File: config.mk
export PLATFORM = sky130hd
export DESIGN_NAME = mem_access_unit
export DESIGN_NICKNAME = d
export VERILOG_FILES = /design/src/rtl/mem_access_unit_pkg.sv /design/src/rtl/mem_access_unit_align.sv /design/src/rtl/mem_access_unit.sv
export SDC_FILE = /design/constraint.sdc
export NUM_CORES = 1
export LEC_CHECK = 0
export BUFFER_PORTS_ARGS = -buffer_cell sky130_fd_sc_hd__buf_2
export CORE_MARGIN = 5
export CORE_UTILIZATION = 52
export CTS_CLUSTER_SIZE = 24
export DETAILED_ROUTE_END_ITERATION = 6
export GPL_TIMING_DRIVEN = 0
export PLACE_DENSITY = 0.81
export SYNTH_ARGS = -nofsm -noshare
export SYNTH_HDL_FRONTEND = slang
export SYNTH_SLANG_ARGS = --single-unit
File: constraint.sdc
create_clock -name clk -period 3.3 [get_ports clk]
set_clock_uncertainty 0.05 [all_clocks]
set_input_delay 0.33 -clock clk [delete_from_list [all_inputs] [get_ports clk]]
set_output_delay 0.33 -clock clk [all_outputs]
set_load 0.005 [all_outputs]
File: src/rtl/mem_access_unit_pkg.sv
// Shared encodings for the load/store unit:
// access sizes, fault causes and FSM states.
`timescale 1ns/1ps
package mem_access_unit_pkg;

  localparam logic [1:0] MEM_B = 2'd0;
  localparam logic [1:0] MEM_H = 2'd1;
  localparam logic [1:0] MEM_W = 2'd2;
  localparam logic [1:0] MEM_D = 2'd3;

  localparam logic [1:0] MAU_CAUSE_NONE = 2'd0;
  localparam logic [1:0] MAU_CAUSE_MIS  = 2'd1;
  localparam logic [1:0] MAU_CAUSE_BUS  = 2'd2;
  localparam logic [1:0] MAU_CAUSE_TMO  = 2'd3;

  typedef enum logic [1:0] {
    MAU_IDLE  = 2'd0,
    MAU_ISSUE = 2'd1,
    MAU_DONE  = 2'd2
  } mau_state_t;

  function automatic logic [7:0] size_mask(
    input logic [1:0] size
  );
    logic [7:0] m;
    m = 8'h01;
    unique case (size)
      MEM_B:   m = 8'h01;
      MEM_H:   m = 8'h03;
      MEM_W:   m = 8'h0F;
      default: m = 8'hFF;
    endcase
    return m;
  endfunction

endpackage

File: src/rtl/mem_access_unit_align.sv
// Combinational lane logic: alignment check,
// store lane shifting and load extraction.
`timescale 1ns/1ps
module mau_align
  import mem_access_unit_pkg::*;
#(
  parameter int XLEN = 64
) (
  input  logic [1:0]      size,
  input  logic [2:0]      off,
  input  logic            uns,
  input  logic [XLEN-1:0] wdata,
  input  logic [63:0]     rdata,
  output logic            misaligned,
  output logic [7:0]      wstrb,
  output logic [63:0]     wdata_o,
  output logic [XLEN-1:0] rdata_o
);

  logic [63:0] tmp;

  // alignment, store lanes and load extension
  always_comb begin
    misaligned = 1'b0;
    rdata_o    = '0;
    unique case (size)
      MEM_B:   misaligned = 1'b0;
      MEM_H:   misaligned = off[0];
      MEM_W:   misaligned = |off[1:0];
      default: misaligned = |off;
    endcase
    wstrb   = size_mask(size) << off;
    wdata_o = wdata[63:0] << {off, 3'b000};
    tmp     = rdata >> {off, 3'b000};
    unique case (size)
      MEM_B: rdata_o = uns
        ? {{(XLEN-8){1'b0}}, tmp[7:0]}
        : {{(XLEN-8){tmp[7]}}, tmp[7:0]};
      MEM_H: rdata_o = uns
        ? {{(XLEN-16){1'b0}}, tmp[15:0]}
        : {{(XLEN-16){tmp[15]}}, tmp[15:0]};
      MEM_W: rdata_o = uns
        ? {{(XLEN-32){1'b0}}, tmp[31:0]}
        : {{(XLEN-32){tmp[31]}}, tmp[31:0]};
      default: rdata_o = tmp[XLEN-1:0];
    endcase
  end

endmodule

File: src/rtl/mem_access_unit.sv
// Load/store unit: one op per transaction,
// hold-until-ack bus, extended load result.
`timescale 1ns/1ps
module mem_access_unit
  import mem_access_unit_pkg::*;
#(
  parameter int XLEN    = 64,
  parameter int TIMEOUT = 255
) (
  input  logic            clk,
  input  logic            rst_n,
  input  logic            req_valid,
  output logic            req_ready,
  input  logic            req_store,
  input  logic [1:0]      req_size,
  input  logic            req_unsigned,
  input  logic [XLEN-1:0] req_addr,
  input  logic [XLEN-1:0] req_wdata,
  output logic            mem_req,
  output logic            mem_we,
  output logic [XLEN-1:0] mem_addr,
  output logic [63:0]     mem_wdata,
  output logic [7:0]      mem_wstrb,
  input  logic            mem_ack,
  input  logic            mem_err,
  input  logic [63:0]     mem_rdata,
  output logic            rsp_valid,
  output logic [XLEN-1:0] rsp_data,
  output logic            rsp_fault,
  output logic [1:0]      rsp_cause
);

  localparam logic [7:0] TMO_LIM = 8'(TIMEOUT);

  mau_state_t      state_q, state_d;
  logic [7:0]      cnt_q, cnt_d;
  logic            store_q, store_d;
  logic [1:0]      size_q, size_d;
  logic            uns_q, uns_d;
  logic [XLEN-1:0] addr_q, addr_d;
  logic [XLEN-1:0] wdata_q, wdata_d;
  logic [XLEN-1:0] data_q, data_d;
  logic            fault_q, fault_d;
  logic [1:0]      cause_q, cause_d;

  logic            idle;
  logic            issue;
  logic            done;
  logic [1:0]      al_size;
  logic [2:0]      al_off;
  logic            al_mis;
  logic [7:0]      al_strb;
  logic [63:0]     al_wdata;
  logic [XLEN-1:0] al_rdata;

  assign idle  = (state_q == MAU_IDLE);
  assign issue = (state_q == MAU_ISSUE);
  assign done  = (state_q == MAU_DONE);

  assign al_size = idle ? req_size : size_q;
  assign al_off  = idle ? req_addr[2:0]
                        : addr_q[2:0];

  mau_align #(.XLEN(XLEN)) u_align (
    .size       (al_size),
    .off        (al_off),
    .uns        (uns_q),
    .wdata      (wdata_q),
    .rdata      (mem_rdata),
    .misaligned (al_mis),
    .wstrb      (al_strb),
    .wdata_o    (al_wdata),
    .rdata_o    (al_rdata)
  );

  // state and request/response registers
  always_ff @(posedge clk or negedge rst_n) begin
    if (!rst_n) begin
      state_q <= MAU_IDLE;
      cnt_q   <= '0;
      store_q <= 1'b0;
      size_q  <= MEM_B;
      uns_q   <= 1'b0;
      addr_q  <= '0;
      wdata_q <= '0;
      data_q  <= '0;
      fault_q <= 1'b0;
      cause_q <= MAU_CAUSE_NONE;
    end else begin
      state_q <= state_d;
      cnt_q   <= cnt_d;
      store_q <= store_d;
      size_q  <= size_d;
      uns_q   <= uns_d;
      addr_q  <= addr_d;
      wdata_q <= wdata_d;
      data_q  <= data_d;
      fault_q <= fault_d;
      cause_q <= cause_d;
    end
  end

  // next state: accept, bus wait, respond
  always_comb begin
    state_d = state_q;
    cnt_d   = cnt_q;
    store_d = store_q;
    size_d  = size_q;
    uns_d   = uns_q;
    addr_d  = addr_q;
    wdata_d = wdata_q;
    data_d  = data_q;
    fault_d = fault_q;
    cause_d = cause_q;
    unique case (state_q)
      MAU_IDLE: begin
        if (req_valid) begin
          store_d = req_store;
          size_d  = req_size;
          uns_d   = req_unsigned;
          addr_d  = req_addr;
          wdata_d = req_wdata;
          cnt_d   = '0;
          if (al_mis) begin
            state_d = MAU_DONE;
            data_d  = '0;
            fault_d = 1'b1;
            cause_d = MAU_CAUSE_MIS;
          end else begin
            state_d = MAU_ISSUE;
          end
        end
      end
      MAU_ISSUE: begin
        if (mem_err) begin
          state_d = MAU_DONE;
          data_d  = '0;
          fault_d = 1'b1;
          cause_d = MAU_CAUSE_BUS;
        end else if (mem_ack) begin
          state_d = MAU_DONE;
          data_d  = store_q ? '0 : al_rdata;
          fault_d = 1'b0;
          cause_d = MAU_CAUSE_NONE;
        end else if (cnt_q >= TMO_LIM - 8'd1) begin
          state_d = MAU_DONE;
          data_d  = '0;
          fault_d = 1'b1;
          cause_d = MAU_CAUSE_TMO;
        end else if (cnt_q != 8'hFF) begin
          cnt_d = cnt_q + 8'd1;
        end
      end
      MAU_DONE: state_d = MAU_IDLE;
      default:  state_d = MAU_IDLE;
    endcase
  end

  // bus and response outputs, zero when inactive
  always_comb begin
    req_ready = idle;
    mem_req   = issue;
    mem_we    = issue & store_q;
    mem_addr  = issue ? {addr_q[XLEN-1:3], 3'b000}
                      : '0;
    mem_wdata = (issue & store_q) ? al_wdata : '0;
    mem_wstrb = (issue & store_q) ? al_strb : '0;
    rsp_valid = done;
    rsp_data  = done ? data_q : '0;
    rsp_fault = done & fault_q;
    rsp_cause = done ? cause_q : MAU_CAUSE_NONE;
  end

endmodule

==> metrics.yaml <==
grt_overflow_total: 0
final_hold_viol_count: 1
cts_max_level: 1
finalCritPeriodShare: 1.01
switching_share: 0.478
reg2reg_slack_ns: 0.12
seq_area_frac_synth: 0.405
drc_errors: 0
slew-limit-headroom: 0.421
root_buffer: "clkbuf_16"
p_comb_frac: 0.607
synth_area_per_cell_um2: 9.10
clock-sinks: 209
clk_latency_ns: 0.52
drive_above_1_share: 0.379
syn_inst: 1419
die-area_um2: 28100
wl_per_cell_um: 25.2
grt_pass1_vias: 14221
layout_commonest_cell: "buf_2"
groute.layer.met1.usage: 0.497
cp.arrival_ns: 2.94
firstDrtPassIters: 6
nFillCells: 1837
antenna_found_initial: 6
drtIter0Drc: 1940
seq_area_um2: 5230
final_antenna_net_count: 0
numCtsBuffers: 23
async_flop_share: 1.00
final_cell_mix: "429 x buf_2, 248 x nand2_1, 208 x dfrtp_1"
place_hpwl_mm: 41.7
critPathMaxFanout: 10
setup_viol: 1
internal-power_uw: 9990
worst_ir_drop_vdd_mv: 0.794
power.leakage_uw: 0.00862
port-buffer-count: 404
via_per_inst: 6.28
yosysWarningCount: 0
start_util: 0.530
path_class: "flip-flop to output pin"
grt_pass1_wl_mm: 86.0
areaGrowthSynthToFinish_pct: 36.0
place_congestion: 1.03
clockBufferDepth: 3
min_period_ns: 3.32
drt_wl_total_mm: 57.0
io_pins: 408
vias: 14242
syn-cell-area_um2: 12900
startpoint_type: "flip-flop"
fmax_mhz: 301
rows: 57
crit_required_ns: 2.92
violations: "hold timing, setup timing"
power_density_nw_per_um2: 1090
seqPwrFrac: 0.248
ys_types: 68
cp-end-kind: "output pin"
worst_pin_slew_ns: 0.860
core_um2: 24400
power_uw: 19100
finalWorstSetupSlack_ns: -0.0234
grt_max_degree: 108
clkPwrFrac: 0.145
cts_tree: "done"
hold_path.class: "input pin to flip-flop"
synth_ff_type: "dfrtp_1"
clkSlewWorstSetupHoldPaths_ns: 0.06
synth-edff-count: 0
power_switching_uw: 9140
multi_input_area_um2: 7410
use_met2: 0.625
drv_slew: 0
chipWidth_um: 168
nNetsFinal: 2128
maxCapViolCount: 0
hold_slack_ns: -0.00246
top_usage_layer: "met2"
grtUsageMet3: 0.103
track_usage: 0.388
status: "finished with violations"
ys_ff_latch: 209
die_h_um: 168
flip-flops by register name (all words and copies together), names as in the netlist:
name     flops
cause_q      2
fault_q      1
cnt_q        8
wdata_q     64
state_q      2
addr_q      64
uns_q        1
data_q      64
store_q      1
size_q       2
logic make-up after synthesis:
kind of cell / share of synthesized area
compound gates: 0.144
xor+xnor: 0.00339
fa+ha+maj: 0.00194
buf+inv: 0.0444
flops: 0.405
mux: 0.182
other cells: 0.000290
simple gates: 0.219
synthesized netlist by cell type (3+ instances only):
library cell	number	area [um2]
clkbuf_1	51	191
nor2b_1	9	56.3
nand2b_1	3	18.8
and2_1	139	870
mux2_2	135	1520
a21oi_1	68	340
mux2i_1	63	631
buf_2	38	190
o221ai_1	9	78.8
mux4_2	9	203
o21ai_0	35	175
buf_4	4	30.0
a32oi_1	3	26.3
a31oi_1	30	188
nor3_1	3	15.0
o211ai_1	16	120
xor2_1	4	35.0
o2111ai_1	7	61.3
nand3_1	88	440
buf_1	27	101
inv_1	6	22.5
a211oi_1	34	255
nand4_1	3	18.8
buf_6	3	33.8
a22oi_1	22	165
dfrtp_1	209	5230
o22ai_1	16	100
nand2_1	251	942
a311oi_1	15	131
nor2_1	53	199
and3_1	16	100
nor3b_1	4	30.0
o21a_1	3	22.5
worst paths after layout:
kind / start / end / depth (start not counted)
setup / recovery: state_q[0]$_DFFE_PN0P_ / mem_wdata[49] / 11
hold / removal: req_wdata[15] / wdata_q[15]$_DFFE_PN0P_ / 2
setup reg to reg: state_q[1]$_DFFE_PN0P_ / data_q[46]$_DFFE_PN0P_ / 9
hold reg to reg: data_q[15]$_DFFE_PN0P_ / data_q[15]$_DFFE_PN0P_ / 2
max in group asynchronous: rst_n / data_q[6]$_DFFE_PN0P_ / 3
min in group asynchronous: rst_n / addr_q[51]$_DFFE_PN0P_ / 2
power groups by stage:
| stage | registers (uW) | logic (uW) | clock network, uW |
|---|---|---|---|
| 2_1_floorplan | 4200 | 6600 | 0 |
| 3_3_place_gp | 4620 | 9730 | 0 |
| 3_5_place_dp | 4670 | 9870 | 0 |
| 4_1_cts | 4640 | 10600 | 2760 |
| 5_1_grt | 4820 | 12200 | 2890 |
| 6_report | 4750 | 11600 | 2770 |
worst max-delay path, cell delays in order (launching register included):
cell	delay (ns)
dfrtp_1	0.37
buf_6	0.14
buf_6	0.15
or3b_4	0.46
nand2_8	0.12
buf_12	0.15
buf_12	0.14
nand2_1	0.06
a21oi_1	0.22
a21oi_2	0.09
a211oi_2	0.34
buf_2	0.19
repair_timing:
action / in CTS / in global routing
pin swaps: 9 / 14
gates cloned: 0 / 1
setup buffers: 3 / 3
hold buffers: 68 / 2
resized for setup: 116 / 97
setup endpoints to repair: 74 / 92
endpoints found under the hold margin: 169 / 2
layout make-up:
type / instances / share of cell area
repair buffers: 482 / 0.161
flip-flops and latches: 209 / 0.298
clock buffers: 30 / 0.0354
inverters: 7 / 0.00150
diodes: 5 / 0.000712
well taps: 324 / 0.0231
clock inverters: 9 / 0.00969
multi-input cells: 1082 / 0.422
plain buffers: 120 / 0.0489
per-stage QoR:
step	setup TNS, ns	cell area, um2	setup WS, ns	util	std cells
6_report	-0.0234	17600	-0.0234	0.720	2268
5_1_grt	-0.144	17600	-0.0628	0.720	2268
4_1_cts	-0.143	17200	-0.0749	0.705	2258
3_5_place_dp	-7.06	15400	-0.516	0.631	2150
3_3_place_gp	-337.41	15400	-1.61	0.629	2149
2_1_floorplan	0	12900	0.727	-	1421
per-layer routing:
metal  vias up  share of wire
li1       6076              -
met1      6775           0.36
met2      1126           0.46
met3       263           0.12
met4         2          0.055
met5         -        0.00023
No activity file was read; power rests on OpenSTA's default activity.
